**config.mk**
```make
export PLATFORM = sky130hd
export DESIGN_NAME = fp_div_pack_flat
export DESIGN_NICKNAME = d
export VERILOG_FILES = /design/src/rtl/fp_div_pack_if.sv /design/src/rtl/fp_div_pack.sv /design/src/flat_wrapper.sv
export SDC_FILE = /design/constraint.sdc
export NUM_CORES = 1
export LEC_CHECK = 0
export ABC_CLOCK_PERIOD_IN_PS = 3800
export CAP_MARGIN = 25
export CORE_MARGIN = 2
export CORE_UTILIZATION = 45
export DETAILED_ROUTE_END_ITERATION = 6
export PLACE_DENSITY = 0.8
export SLEW_MARGIN = 20
export SYNTH_ARGS = -nofsm -noshare
export SYNTH_HDL_FRONTEND = slang
export SYNTH_SLANG_ARGS = --single-unit
```
**constraint.sdc**
```tcl
create_clock -name clk -period 3.8 [get_ports clk]
set_input_delay 0.38 -clock clk [delete_from_list [all_inputs] [get_ports clk]]
set_output_delay 0.38 -clock clk [all_outputs]
set_load 0.1 [all_outputs]
```
**src/rtl/fp_div_pack_if.sv**
```systemverilog
// Handshake bundle between the SRT iteration unit, the divide back end and the result port.
// The divide back end uses the slave modport; the upstream/downstream side uses master.
interface fp_div_pack_if #(
  parameter int QW     = 27,
  parameter int EXP_IW = 10
);
  logic                     in_valid;
  logic                     in_ready;
  logic                     in_sign;
  logic signed [EXP_IW-1:0] in_exp;
  logic [QW-1:0]            in_quot;
  logic                     in_rem_nz;
  logic [1:0]               in_special;
  logic                     out_valid;
  logic                     out_ready;
  logic [31:0]              out_result;
  logic                     out_overflow;
  logic                     out_underflow;
  logic                     out_inexact;

  modport master (
    output in_valid, in_sign, in_exp, in_quot, in_rem_nz, in_special, out_ready,
    input  in_ready, out_valid, out_result, out_overflow, out_underflow, out_inexact
  );

  modport slave (
    input  in_valid, in_sign, in_exp, in_quot, in_rem_nz, in_special, out_ready,
    output in_ready, out_valid, out_result, out_overflow, out_underflow, out_inexact
  );
endinterface

```
**src/rtl/fp_div_pack.sv**
```systemverilog
// FP32 divide back end: normalizes the SRT quotient (S1), then rounds to nearest-even,
// detects overflow/underflow and packs the IEEE-754 result (S2). Valid/ready on both sides.
module fp_div_pack #(
  parameter int QW     = 27,
  parameter int EXP_IW = 10
) (
  input  logic          clk,
  input  logic          rst,
  fp_div_pack_if.slave  bus
);
  localparam int EW = EXP_IW + 1;

  localparam logic [1:0] SP_ZERO = 2'b01;
  localparam logic [1:0] SP_INF  = 2'b10;
  localparam logic [1:0] SP_NAN  = 2'b11;

  localparam logic signed [EW-1:0] EXP_OVF  = EW'(255);
  localparam logic signed [EW-1:0] EXP_ZERO = '0;
  localparam logic signed [EW-1:0] EXP_ONE  = EW'(1);

  // Handshake state
  logic ready_q;
  logic s1_valid_q;
  logic out_valid_q;
  logic s2_adv;
  logic s1_adv;
  logic in_fire;

  // Stage 1 (normalized operand)
  logic                 s1_sign_q;
  logic [1:0]           s1_special_q;
  logic signed [EW-1:0] s1_exp_q,  s1_exp_d;
  logic [22:0]          s1_mant_q, s1_mant_d;
  logic [2:0]           s1_grs_q,  s1_grs_d;
  logic signed [EW-1:0] exp_ext;

  // Stage 2 (packed result)
  logic [31:0]          out_result_q,    out_result_d;
  logic                 out_overflow_q,  out_overflow_d;
  logic                 out_underflow_q, out_underflow_d;
  logic                 out_inexact_q,   out_inexact_d;
  logic                 round_inc;
  logic [23:0]          mant_sum;
  logic signed [EW-1:0] exp_r;

  assign s2_adv  = !out_valid_q || bus.out_ready;
  assign s1_adv  = !s1_valid_q || s2_adv;
  assign in_fire = bus.in_valid && ready_q && s1_adv;

  always_comb begin
    // NOTE: every variable gets a default before any branch, so no path infers a latch.
    exp_ext   = {bus.in_exp[EXP_IW-1], bus.in_exp};
    s1_mant_d = bus.in_quot[QW-2 -: 23];
    s1_grs_d  = {bus.in_quot[QW-25], bus.in_quot[QW-26],
                 (|bus.in_quot[QW-27:0]) | bus.in_rem_nz};
    s1_exp_d  = exp_ext;
    // Quotient below 1.0: shift left one place and compensate in the exponent.
    if (!bus.in_quot[QW-1]) begin
      s1_mant_d = bus.in_quot[QW-3 -: 23];
      s1_grs_d  = {bus.in_quot[QW-26], bus.in_quot[QW-27], bus.in_rem_nz};
      s1_exp_d  = exp_ext - EXP_ONE;
    end
  end

  always_comb begin
    round_inc = s1_grs_q[2] & (s1_grs_q[1] | s1_grs_q[0] | s1_mant_q[0]);
    mant_sum  = {1'b0, s1_mant_q} + {23'd0, round_inc};
    // A carry out leaves mant_sum[22:0] at zero, which is exactly the renormalized mantissa.
    exp_r     = s1_exp_q + {{(EW-1){1'b0}}, mant_sum[23]};

    out_result_d    = {s1_sign_q, exp_r[7:0], mant_sum[22:0]};
    out_overflow_d  = 1'b0;
    out_underflow_d = 1'b0;
    out_inexact_d   = |s1_grs_q;

    if (exp_r >= EXP_OVF) begin
      out_result_d   = {s1_sign_q, 8'hFF, 23'h0};
      out_overflow_d = 1'b1;
      out_inexact_d  = 1'b1;
    end else if (exp_r <= EXP_ZERO) begin
      out_result_d    = {s1_sign_q, 31'h0};
      out_underflow_d = 1'b1;
      out_inexact_d   = 1'b1;
    end

    if (s1_special_q != 2'b00) begin
      out_overflow_d  = 1'b0;
      out_underflow_d = 1'b0;
      out_inexact_d   = 1'b0;
      case (s1_special_q)
        SP_ZERO: out_result_d = {s1_sign_q, 31'h0};
        SP_INF:  out_result_d = {s1_sign_q, 8'hFF, 23'h0};
        SP_NAN:  out_result_d = 32'h7FC0_0000;
        default: out_result_d = {s1_sign_q, 31'h0};
      endcase
    end
  end

  always_ff @(posedge clk or posedge rst) begin
    if (rst) begin
      ready_q         <= 1'b0;
      s1_valid_q      <= 1'b0;
      s1_sign_q       <= 1'b0;
      s1_special_q    <= 2'b00;
      s1_exp_q        <= '0;
      s1_mant_q       <= '0;
      s1_grs_q        <= '0;
      out_valid_q     <= 1'b0;
      out_result_q    <= '0;
      out_overflow_q  <= 1'b0;
      out_underflow_q <= 1'b0;
      out_inexact_q   <= 1'b0;
    end else begin
      // NOTE: non-blocking updates let S2 capture S1's pre-edge contents in the same edge.
      ready_q <= 1'b1;
      if (s1_adv) begin
        s1_valid_q <= in_fire;
        if (in_fire) begin
          s1_sign_q    <= bus.in_sign;
          s1_special_q <= bus.in_special;
          s1_exp_q     <= s1_exp_d;
          s1_mant_q    <= s1_mant_d;
          s1_grs_q     <= s1_grs_d;
        end
      end
      if (s2_adv) begin
        out_valid_q <= s1_valid_q;
        if (s1_valid_q) begin
          out_result_q    <= out_result_d;
          out_overflow_q  <= out_overflow_d;
          out_underflow_q <= out_underflow_d;
          out_inexact_q   <= out_inexact_d;
        end
      end
    end
  end

  assign bus.in_ready      = ready_q && s1_adv;
  assign bus.out_valid     = out_valid_q;
  assign bus.out_result    = out_result_q;
  assign bus.out_overflow  = out_overflow_q;
  assign bus.out_underflow = out_underflow_q;
  assign bus.out_inexact   = out_inexact_q;
endmodule
```
**src/flat_wrapper.sv**
```systemverilog
// flat-port wrapper written by rule: the top's interface ports become plain ports
module fp_div_pack_flat 
#(
  parameter int QW     = 27,
  parameter int EXP_IW = 10
)
  (clk, rst, bus_in_valid, bus_in_sign, bus_in_exp, bus_in_quot, bus_in_rem_nz, bus_in_special, bus_out_ready, bus_in_ready, bus_out_valid, bus_out_result, bus_out_overflow, bus_out_underflow, bus_out_inexact);
  fp_div_pack_if #(.QW(QW), .EXP_IW(EXP_IW)) bus_i ();
  input  logic clk;
  input  logic rst;
  input wire logic [$bits(bus_i.in_valid)-1:0] bus_in_valid;
  input wire logic [$bits(bus_i.in_sign)-1:0] bus_in_sign;
  input wire logic [$bits(bus_i.in_exp)-1:0] bus_in_exp;
  input wire logic [$bits(bus_i.in_quot)-1:0] bus_in_quot;
  input wire logic [$bits(bus_i.in_rem_nz)-1:0] bus_in_rem_nz;
  input wire logic [$bits(bus_i.in_special)-1:0] bus_in_special;
  input wire logic [$bits(bus_i.out_ready)-1:0] bus_out_ready;
  output wire logic [$bits(bus_i.in_ready)-1:0] bus_in_ready;
  output wire logic [$bits(bus_i.out_valid)-1:0] bus_out_valid;
  output wire logic [$bits(bus_i.out_result)-1:0] bus_out_result;
  output wire logic [$bits(bus_i.out_overflow)-1:0] bus_out_overflow;
  output wire logic [$bits(bus_i.out_underflow)-1:0] bus_out_underflow;
  output wire logic [$bits(bus_i.out_inexact)-1:0] bus_out_inexact;
  assign bus_i.in_valid = bus_in_valid;
  assign bus_i.in_sign = bus_in_sign;
  assign bus_i.in_exp = bus_in_exp;
  assign bus_i.in_quot = bus_in_quot;
  assign bus_i.in_rem_nz = bus_in_rem_nz;
  assign bus_i.in_special = bus_in_special;
  assign bus_i.out_ready = bus_out_ready;
  assign bus_in_ready = bus_i.in_ready;
  assign bus_out_valid = bus_i.out_valid;
  assign bus_out_result = bus_i.out_result;
  assign bus_out_overflow = bus_i.out_overflow;
  assign bus_out_underflow = bus_i.out_underflow;
  assign bus_out_inexact = bus_i.out_inexact;
  fp_div_pack #(.QW(QW), .EXP_IW(EXP_IW)) u_core (.clk(clk), .rst(rst), .bus(bus_i));
endmodule
```
=== Word level (Yosys, flattened, before mapping) ===
Cells that the tools add are included.

* $add $sub $neg: 3
* $mul: 0
* Div/mod/pow operators: 0
* Order comparisons: 2
* Equality and inequality tests: 2
* Shifts and indexed selects: 0
* Mux-type cells: 15
* Bitwise gates (word level): 4
* Reduce and logical (&&, ||, !) cells: 11

{| class="wikitable"
|+ Operators with widths
! operator !! count
|-
| one-hot mux 32 bit (2 select lines) || 1
|-
| 2-to-1 mux 31 bit || 2
|-
| 2-to-1 mux 32 bit || 1
|-
| adder 23 x 1 -> 24 bit || 1
|-
| 2-to-1 mux 23 bit || 1
|-
| adder 11 x 1 -> 11 bit || 1
|-
| greater-or-equal comparator 11 x 9 -> 1 bit, second input constant || 1
|-
| less-or-equal comparator 11 x 1 -> 1 bit, second input constant || 1
|-
| 2-to-1 mux 11 bit || 1
|-
| subtractor 10 x 2 -> 11 bit, second input constant || 1
|-
| 2-to-1 mux 1 bit || 8
|-
| equality test 2 bit, second input constant || 2
|-
| AND reduction 2 bit || 2
|-
| logical AND 1 bit || 3
|-
| 2-to-1 mux 3 bit || 1
|-
| OR 1 bit || 3
|-
| OR reduction 3 bit || 1
|-
| zero test 1 bit || 2
|-
| logical OR 1 bit || 2
|-
| nonzero test 2 bit || 1
|-
| AND 1 bit || 1
|}

* Register bits: 78
* Latch bits: 0
* Memory bits (writable): 0
* Memory bits (read-only): 0
* Output and inout port bits: 37
* Word-level logic and storage cells: 49
* Memories kept: 0

=== Depth between registers and ports, before layout ===
* Depth in word-level cells: 9
* Mapped depth: 15
* Gate-level depth less buffers: 13

=== Worst setup path after synthesis ===
No wires, ideal clock.

* Kind: register -> register
* Start: register u_core.s1_mant_q[2]
* End: register u_core.out_result_q[10], in the netlist u_core.bus.out_result[10]
* Library setup time: 92 ps
* Data arrival time: 2,775 ps
* Data required time: 3,708 ps
* Setup slack: 933 ps
* Stages on the path, launching flop included: 16
* Buffers on the path: 3
* Period minus slack after synthesis: 2,867 ps
* Path through: dfrtp_1 > and3_1 > and3_1 > clkbuf_1 > nand2_1 > nor2_1 > ha_1 > ha_1 > buf_4 > nand3_1 > nor2_2 > a31oi_2 > a41oi_2 > nand4_4 > buf_6 > o31ai_2

* Cells in the longest elaborated chain, start to end: 6
* Elaborated cells between the ends (all ways): 7

{| class="wikitable"
|+ RTL lines
! what !! RTL line !! text
|-
| start, declared || fp_div_pack.sv:33 || <nowiki>logic [22:0] s1_mant_q, s1_mant_d;</nowiki>
|-
| start signal, assigned || fp_div_pack.sv:122 || <nowiki>s1_mant_q <= s1_mant_d;</nowiki>
|-
| adder 23 x 1 -> 24 bit (*) || fp_div_pack.sv:67 || <nowiki>mant_sum = {1'b0, s1_mant_q} + {23'd0, round_inc};</nowiki>
|-
| adder 11 x 1 -> 11 bit || fp_div_pack.sv:69 || <nowiki>exp_r = s1_exp_q + {{(EW-1){1'b0}}, mant_sum[23]};</nowiki>
|-
| less-or-equal comparator 11 x 1 -> 1 bit || fp_div_pack.sv:80 || <nowiki>end else if (exp_r <= EXP_ZERO) begin</nowiki>
|-
| 2-to-1 mux 31 bit || fp_div_pack.sv:80 ||
|-
| 2-to-1 mux 31 bit (*) || fp_div_pack.sv:76 || <nowiki>if (exp_r >= EXP_OVF) begin</nowiki>
|-
| 2-to-1 mux 32 bit (*) || fp_div_pack.sv:86 || <nowiki>if (s1_special_q != 2'b00) begin</nowiki>
|-
| end signal, assigned || fp_div_pack.sv:129 || <nowiki>out_result_q <= out_result_d;</nowiki>
|-
| end, declared || fp_div_pack.sv:38 || <nowiki>logic [31:0] out_result_q, out_result_d;</nowiki>
|}

Mark *: on every way between the ends. The rest lies on a longest branch, timed or not.
A chain may end at the register's enable or synchronous reset.

=== Worst setup path after layout ===
* Start: register u_core.s1_mant_q[6]
* End: register u_core.out_result_q[20], in the netlist u_core.bus.out_result[20]

The elaborated chain is that of the path after synthesis.

==> results.md <==
* Status: finished clean
* Logic pwr share at 0.349
* Cts bufs inserted at 9
* Setup WS post-layout at 0.369 ns
* Ys Warns at 0
* Endpoints failing setup at 0
* Synth Instances at 443
* Root Driver: clkbuf_8
* TritonCTS clock tree: done
* Total grt overflow at 0
* Number of global-route vias before repair at 3271
* Setup Buffers After CTS at 0
* Peak Freq at 291 MHz
* Wirelength per Cell at 14.6 µm
* VDD IR max at 0.268 mV
* Share of cells above drive strength 1 at 0.109
* Pint at 0.00162 W
* Ys async rst share at 1.00
* Slowest CP cell: dfrtp_1
* Final net count at 567
* NetSw at 0.00110 W
* Most common cell on crit path: nor2_1
* Starting Density at 0.463
* Pleak at 2.26 nW
* Die width at 101 µm
* Metal2 WL at 4.09 mm
* Cell area after layout at 5380 µm²
* DRT met1 WL at 4.61 mm
* Drt first pass iters at 4
* Synth area leaders: dfrtp_1 46%, nand2_1 7.3%, mux2i_1 6.1%, o31ai_2 5.6%, xor2_1 4.5%
* Critical Path RT at 4.01 ns
* Multi-input gate area at 2160 µm²
* CTS Sinks at 78
* Period utilization at 0.903
* I/O pin count at 82
* Netlist cell types at 48
* Pins Over Slew Limit at 0
* Tmin final at 3.43 ns
* Worst Skew at 0.0107 ns
* Clk pwr share at 0.255
* Seq/Total Area, Yosys at 0.458
* GRT Total Usage at 0.191
* Kind of critical path: flop to flop
* DR top layer: met4
* Leading area contributor after synthesis: dfrtp_1
* Die area at 10300 µm²
* Worst hold-check path type: input port to async pin
* Max-slew headroom at 0.347
* DR iter-0 viols at 148
* Top FF cell, synth: dfrtp_1
* Critical path, cell by cell: nand4_1, nor2_1, and3_1, nand2_1, nor2_1, ha_1, ha_2, nand3_1, o21a_1, a31oi_2, a41oi_2, nand4_4, buf_4, o31ai_1
* FF+latch count, synth at 78
* Hold Worst Slack at 0.389 ns
* Layout area overhead at 26.3%
* Post-Syn Area at 4260 µm²
* Worst Max-Slew Pin Slew at 0.976 ns
* Arrival time worst endpoint at 3.65 ns
* Metal3 WL at 341 µm
* DRC violations left at 0
* Core ar. at 9200 µm²
* Ant diodes at 0
* First-pass GRT wire length at 15.7 mm
* I/O Buffers at 81
* Area of placed instances at 5130 µm²
* Tot Pwr at 0.00272 W
* Max stage delay on crit path at 0.44 ns
* CP max FO at 23
* CTS clk-pin slew, worst paths at 0.08 ns
* Top cell type's share of synthesized area at 0.458
* Fill cells at 814
* Power Dens Cells at 506 nW/µm²
* Worst skew pair latency at 0.35 ns
* Drt via density at 5.33
* CTS Buffer Depth at 2
* Unrepaired setup endpoints after global routing: false
* DRT Wirelength at 9.24 mm
* Worst setup EP type: flop
* Final GP Congestion at 0.803
* Die Y-Extent at 101 µm
* Cell Rows at 35
* Syn avg cell area at 9.62 µm²
* Post-synth EDFFs at 0
* Post-route ant nets at 0
* Antenna violations before repair at 0
* Detailed Place HPWL at 7.00 mm
* Largest net degree at the start of global routing at 79
* H-Tree Depth at 3
* Pre-CTS setup slack at 0.388 ns
* CP startpoint kind: flop
* Sequential share of power at 0.396
* Sw frac at 0.404
* Final Hold Viols at 0
* DR vias at 3379
* Register area at 1950 µm²
* Syn Nets at 492
* Setup_tns at 0 ns
* Max-cap viol count at 0
synthesized netlist by cell type (2+ instances only):
| cell | number |
|---|---|
| a21o_1 | 4 |
| a21oi_1 | 12 |
| and2_1 | 4 |
| and3_1 | 6 |
| buf_1 | 3 |
| buf_2 | 3 |
| buf_4 | 2 |
| buf_6 | 2 |
| clkbuf_1 | 11 |
| dfrtp_1 | 78 |
| dlygate4sd1_1 | 2 |
| ha_1 | 4 |
| inv_1 | 8 |
| mux2_2 | 3 |
| mux2i_1 | 26 |
| nand2_1 | 83 |
| nand2b_1 | 5 |
| nand3_1 | 12 |
| nand4_1 | 7 |
| nand4_4 | 2 |
| nor2_1 | 30 |
| nor2_2 | 2 |
| nor2b_1 | 2 |
| nor3_1 | 9 |
| o21a_1 | 5 |
| o21ai_0 | 38 |
| o21ai_1 | 2 |
| o31ai_1 | 4 |
| o31ai_2 | 19 |
| xnor2_1 | 16 |
| xor2_1 | 22 |
final cells by class:
class                   count  area share
inverters                   8     0.00558
flip-flops and latches     78       0.363
multi-input cells         334       0.402
well taps                 111      0.0258
clock buffers              11      0.0263
clock inverters             5      0.0151
repair buffers             87       0.162
state kept, by name, indices dropped and copies added (netlist names):
register                  cells
u_core.bus.out_inexact        1
u_core.bus.out_overflow       1
u_core.bus.out_result        32
u_core.bus.out_underflow      1
u_core.bus.out_valid          1
u_core.ready_q                1
u_core.s1_exp_q              11
u_core.s1_grs_q               3
u_core.s1_mant_q             23
u_core.s1_sign_q              1
u_core.s1_special_q           2
u_core.s1_valid_q             1
stage by stage:
step | std cells | utilization
finish | 634 | 0.585
global route | 634 | 0.585
CTS | 633 | 0.582
detailed placement | 617 | 0.558
global placement | 617 | 0.558
floorplan | 443 | -
timing repair:
action,4_1_cts,5_1_grt
resized for setup,0,1
endpoints found under the setup margin,0,2
hold buffers,0,0
final timing paths:
| path | start | endpoint | slack [ns] | cells after the start |
|---|---|---|---|---|
| min in group clk | u_core.bus.out_result[21]$_DFFE_PP0P_ | u_core.bus.out_result[21]$_DFFE_PP0P_ | 0.48 | 2 |
| setup reg to reg | u_core.s1_mant_q[6]$_DFFE_PP0P_ | u_core.bus.out_result[20]$_DFFE_PP0P_ | 0.37 | 14 |
| setup / recovery | u_core.s1_mant_q[6]$_DFFE_PP0P_ | u_core.bus.out_result[20]$_DFFE_PP0P_ | 0.37 | 14 |
| hold / removal | rst | u_core.bus.out_result[28]$_DFFE_PP0P_ | 0.39 | 3 |
| hold reg to reg | u_core.bus.out_result[21]$_DFFE_PP0P_ | u_core.bus.out_result[21]$_DFFE_PP0P_ | 0.48 | 2 |
| max in group asynchronous | rst | u_core.s1_mant_q[11]$_DFFE_PP0P_ | 2.85 | 4 |
power by group through the flow:
| stage | logic (W) | clock network, W | registers (W) |
|---|---|---|---|
| finish | 0.000950 | 0.000693 | 0.00108 |
| global route | 0.00101 | 0.000737 | 0.00110 |
| CTS | 0.000951 | 0.000706 | 0.00108 |
| detailed placement | 0.000947 | 0 | 0.00109 |
| global placement | 0.000936 | 0 | 0.00109 |
| floorplan | 0.000313 | 0 | 0.00147 |
worst max-delay path, delay by kind of cell (launching register included):
| family | cells | cell delay [ns] |
|---|---|---|
| adders and majority gates | 2 | 0.55 |
| and+or+nand+nor | 7 | 1.19 |
| DFF | 1 | 0.44 |
| buffers and inverters | 1 | 0.33 |
| AOI/OAI and AO/OA | 4 | 0.78 |
per-layer routing:
| metal | track usage | vias to the layer above |
|---|---|---|
| li1 | - | 1684 |
| met1 | 0.283 | 1593 |
| met2 | 0.286 | 84 |
| met3 | 0.0255 | 18 |
| met4 | 0.0759 | 0 |
| met5 | 0 | - |
cell usage in the layout, fill, tap and decap left out, types with 2 or more instances in the layout:
cell type and instances:
o21ai_0 38, o31ai_1 4, mux2i_1 26, clkbuf_8 10
nor2_2 2, nor3_1 9, xor2_1 22, o21a_1 5
a21oi_1 12, o21ai_1 2, ha_1 3, nor2_1 30
a21o_1 4, xnor2_1 16, nand2_1 81, nand3_1 12
nand4_1 7, and2_1 4, and3_1 6, bufinv_16 2
nand2b_1 5, nand4_4 2, mux2_2 3, nor2b_1 2
inv_1 7, clkdlybuf4s50_1 80, nand2_2 2, o31ai_2 19
dfrtp_1 78, buf_4 6
kinds of logic after synthesis:
| family | Yosys count | synth area share |
|---|---|---|
| and+or+nand+nor | 170 | 0.188 |
| AOI/OAI and AO/OA | 92 | 0.159 |
| DFF | 78 | 0.458 |
| xor gates and xnor gates | 38 | 0.0781 |
| buffers and inverters | 31 | 0.0358 |
| muxes | 29 | 0.0690 |
| adders and majority gates | 4 | 0.0117 |
| other | 1 | 0.000880 |
Note: power is estimated with default switching activity, not from simulation.
==> variant 1 (same flow settings) <==
`QW` is set to 27 in 3 places; all go to 54.
--- a/src/rtl/fp_div_pack_if.sv
+++ b/src/rtl/fp_div_pack_if.sv
@@ -3,3 +3,3 @@
 interface fp_div_pack_if #(
-  parameter int QW     = 27,
+  parameter int QW     = 54,
   parameter int EXP_IW = 10
--- a/src/rtl/fp_div_pack.sv
+++ b/src/rtl/fp_div_pack.sv
@@ -3,3 +3,3 @@
 module fp_div_pack #(
-  parameter int QW     = 27,
+  parameter int QW     = 54,
   parameter int EXP_IW = 10
--- a/src/flat_wrapper.sv
+++ b/src/flat_wrapper.sv
@@ -3,3 +3,3 @@
 #(
-  parameter int QW     = 27,
+  parameter int QW     = 54,
   parameter int EXP_IW = 10
Ports: changed (resized bus_in_quot); port bits go from 82 to 109. The function was not compared with the original's and may differ.
==> variant 1 against the unedited design <==
  * Sequential share of layout area down 1.4 points
  * Clock power down 10%
  * Critical path depth down 2
  * Setup slack worse by 100 ps
  * Design area up 4.0%
  * Area after synthesis down 2.0%
  * Combinational power up 2.1%
  * Global-route usage up 1.3 points
  * Sequential cell count unchanged
  * Routed wire length up 8.0%
  * Total power down 1.8%
==> variant 1: results (changes against the unedited design) <==
* Avg Cell Area, Syn at 9.32 µm² (-3.1%)
* Global Route met1 Usage at 27.0% (-1.3 points)
* Vias in the first global route at 3476 (+6.3%)
* Via count at 3592 (+6.3%)
* Num CTS Buffers at 9 (unchanged)
* Top cells by count, synth: dfrtp_1 (78), nand2_1 (78), o21ai_0 (46)
* Critical Path Start: u_core.s1_mant_q[7]
* Fillers at 798 (-2.0%)
* WL per Instance at 14.9 µm (+2.0%)
* Detail Route met2 WL at 4900 µm (+20%)
* Setup slack, reg-to-reg at 260 ps (-100 ps)
* Dpl ws at 80.4 ps (-308 ps)
* Global placer's final weighted congestion at 0.856 (+6.7%)
* Peak supply drop at 0.228 mV (-15%)
* Dominant cells by area after synthesis: dfrtp_1 (47%), nand2_1 (7.0%), mux2i_1 (6.2%), o21ai_0 (5.5%), o21ai_2 (4.2%)
* Met3 GRT Util at 3.13% (+0.58 points)
* Critical path fanouts, max at 7 (-70%)
* Layout Cells excl Fill at 671 (+5.8%)
* Fraction of layout cells with a size suffix above 1 at 10.9% (about the same)
* Critical path arrival at 3800 ps (+150 ps)
* Fmax at 283 MHz (-3.0%)
* H-tree depth at 3 (unchanged)
* First-iteration detailed-routing DRC count at 183 (+24%)
* Hold slack at 428 ps (+38.2 ps)
* Max incr delay on CP at 570 ps (+130 ps)
* Max_slew headroom at 34.8% (about the same)
* Clk_skew at 10.5 ps (-0.187 ps)
* First-pass GRT wire length at 16300 µm (+3.7%)
* Reg-to-Reg End: u_core.bus.out_result[22]
* Final nets at 631 (+11%)
* Reg2Reg Depth at 12 (-2)
* Routed met3 length at 502 µm (+47%)
* Port bufs at 108 (+33%)
* GRT Total Usage at 20.4% (+1.3 points)
* Post-CTS Setup Repair Bufs at 0 (unchanged)
* Slowest-stage cell, CP: or4_1
* Seq/Total Area, Yosys at 46.7% (+0.93 points)
* Leakage Power at 2.32 nW (+2.6%)
* Placed instance count at 651 (+5.5%)
* M1 WL at 4360 µm (-5.3%)
* Synth cell types at 41 (-15%)
* Syn nets at 524 (+6.5%)
* HPWL after DPL at 7320 µm (+4.5%)
* Area after DPL at 5330 µm² (+3.9%)
* Initial antenna violation count at 0 (unchanged)
* Status: complete, no violations
* GR Util met2 at 33.9% (+5.2 points)
## variant 1: changes by cell type after synthesis, sizes merged, moves of 5 or more
cell	before	now
and3	6	0
nand2	83	78
nand3	13	20
nor2	32	27
nor4	1	9
o21ai	40	66
o31ai	23	0
## variant 1: area by class of cell
type	instances	area, µm²	area share (%)
clock buffers	9	124	2.21
repair buffers	115	1140	20.4
multi-input cells	341	2130	38.1
inverters	10	37.5	0.671
well taps	111	139	2.48
clock inverters	7	72.6	1.30
flip-flops and latches	78	1950	34.9
## variant 1: report_power, final
group	switching, mW	internal (mW)	total (mW)
registers	0.126	0.955	1.08
logic	0.667	0.302	0.970
clock network	0.318	0.305	0.623
## variant 1: kinds of logic (layout without fill, tap and decap cells)
group	after synthesis	after routing	share of synthesized area, %
and+or+nand+nor	176	178	20.0
AOI/OAI and AO/OA	92	92	13.9
DFF	78	78	46.7
xor gates and xnor gates	37	37	7.76
buffers and inverters	31	141	3.27
muxes	29	29	7.04
adders and majority gates	4	4	1.20
other	1	1	0.0898
==> variant 2 (config.mk and constraints unchanged) <==
Without the edit above. Make the reset (`rst`) synchronous in one clocked block.
--- a/src/rtl/fp_div_pack.sv
+++ b/src/rtl/fp_div_pack.sv
@@ -98,3 +98,3 @@
 
-  always_ff @(posedge clk or posedge rst) begin
+  always_ff @(posedge clk) begin
     if (rst) begin
Behaviour: differs if rst is asserted again (counterexample within 4 cycles, from zero or initial values and one cycle with rst high); with rst held inactive, the same outputs for 10 cycles.
==> variant 2 against the unedited design <==
  * Setup slack worse by 120 ps
  * Area after synthesis down 8.6%
  * Count of clock-buffer cells in the layout did not move
  * Routed wire length increased by 1.9%
  * Critical path type unchanged
  * Utilization increased by 1.4 points
  * Sequential cell count stayed put
  * Design area is 7.6% lower
  * Non-clock buffer count grew 2
  * Hold slack better by 64 ps
Power is not compared: it rests on default switching activity, and its combinational part moved more than twofold at a synthesized area within 25%.
==> variant 2: results (changes against the unedited design) <==
* Status: complete, no violations
* First-pass GRT wire length at 15700 µm (-0.18%)
* Post-synthesis compound-gate area fraction at 17.8% (+1.9 points)
* Tmin final at 3550 ps (+117 ps)
* Fraction of area in multi-input gates at 43.4% (+3.2 points)
* First-iteration detailed-routing DRC count at 122 (-18%)
* Slowest-stage cell, CP: dfxtp_1
* Routed WL at 9410 µm (+1.9%)
* Dpl ws at 139 ps (-249 ps)
* Critical path arrival at 3790 ps (+140 ps)
* Post-CTS Setup Repair Bufs at 0 (unchanged)
* Worst Setup EP: u_core.bus.out_result[6]
* Final nets at 572 (+0.88%)
* Adder-cell share of the synthesized area at 1.29% (+0.11 points)
* Clock root buffer: clkbuf_8
* Reg2Reg Depth at 13 (-1)
* Layout inverter count without the clock tree at 11 (+3)
* Clk_skew at 11.7 ps (+1.04 ps)
* Top cells by count, synth: dfxtp_1 (78), nor2_1 (56), nand2_1 (54)
* Dominant cells by area after synthesis: dfxtp_1 (40%), a211oi_1 (7.5%), mux2i_1 (6.7%), nor2_1 (5.4%), nand2_1 (5.2%)
* Mux contribution to synthesized area at 6.68% (-0.22 points)
* GRT Total Usage at 20.2% (+1.0 points)
* Seq/Total Area, Yosys at 40.1% (-5.7 points)
* Critical path fanouts, max at 15 (-35%)
* Critical Path Start: u_core.s1_mant_q[11]
* Max_slew headroom at 33.8% (-0.93 points)
* HPWL after DPL at 7010 µm (+0.11%)
* Via count at 3400 (+0.62%)
* Largest net degree at the start of global routing at 48 (-39%)
* Syn nets at 498 (+1.2%)
* Post-synth ARST share at 0% (-100 points)
* Diodes inserted at 0 (unchanged)
* Synth cell types at 47 (-2.1%)
* Sequential standard cell area at 1560 µm² (-20%)
* Post-cts sizing count at 0 (unchanged)
* Fillers at 733 (-10%)
* FF+latch count at 78 (unchanged)
* Post-Synth XOR/XNOR Area at 8.32% (+0.51 points)
* Non-clk bufs at 89 (+2.3%)
* Clock buf/inv share at 3.85% (-0.29 points)
* Largest register FFs at 32 (unchanged)
* Reg2reg start: u_core.s1_mant_q[11]
* HP Class: reg -> reg
* Global placer's final weighted congestion at 0.847 (+5.5%)
* Fraction of layout cells with a size suffix above 1 at 11.0% (+0.086 points)
* Non-clock buffer share of cell area at 17.9% (+1.6 points)
## variant 2: changes by cell type in the layout (fill, tap and decap cells not counted), sizes merged, moves of 4 or more
cell	before	now
nor4	1	6
nand3	13	9
a211oi	1	39
nand2	83	55
nand4	9	13
nor2	32	56
a21o	4	0
o21ai	40	35
dfrtp	78	0
dfxtp	0	78
o31ai	23	1
## variant 2: per-layer routing
layer / track usage (%) / vias up / wire length, µm
li1: - / 1753 / -
met1: 26.4 / 1560 / 4410
met2: 33.2 / 73 / 4500
met3: 3.61 / 14 / 347
met4: 7.48 / 0 / 153
met5: 0 / - / 0
## variant 2: per-stage QoR
stage / std cells / hold slack (ps) / cell area [µm²] / total power [mW]
after floorplan: 449 / 436 / 3890 / 1.13
after global placement: 617 / 440 / 4770 / 1.23
after detailed placement: 617 / 442 / 4770 / 1.24
after CTS: 633 / 455 / 4960 / 1.84
after global routing: 633 / 467 / 4970 / 1.92
final: 633 / 453 / 4970 / 1.83
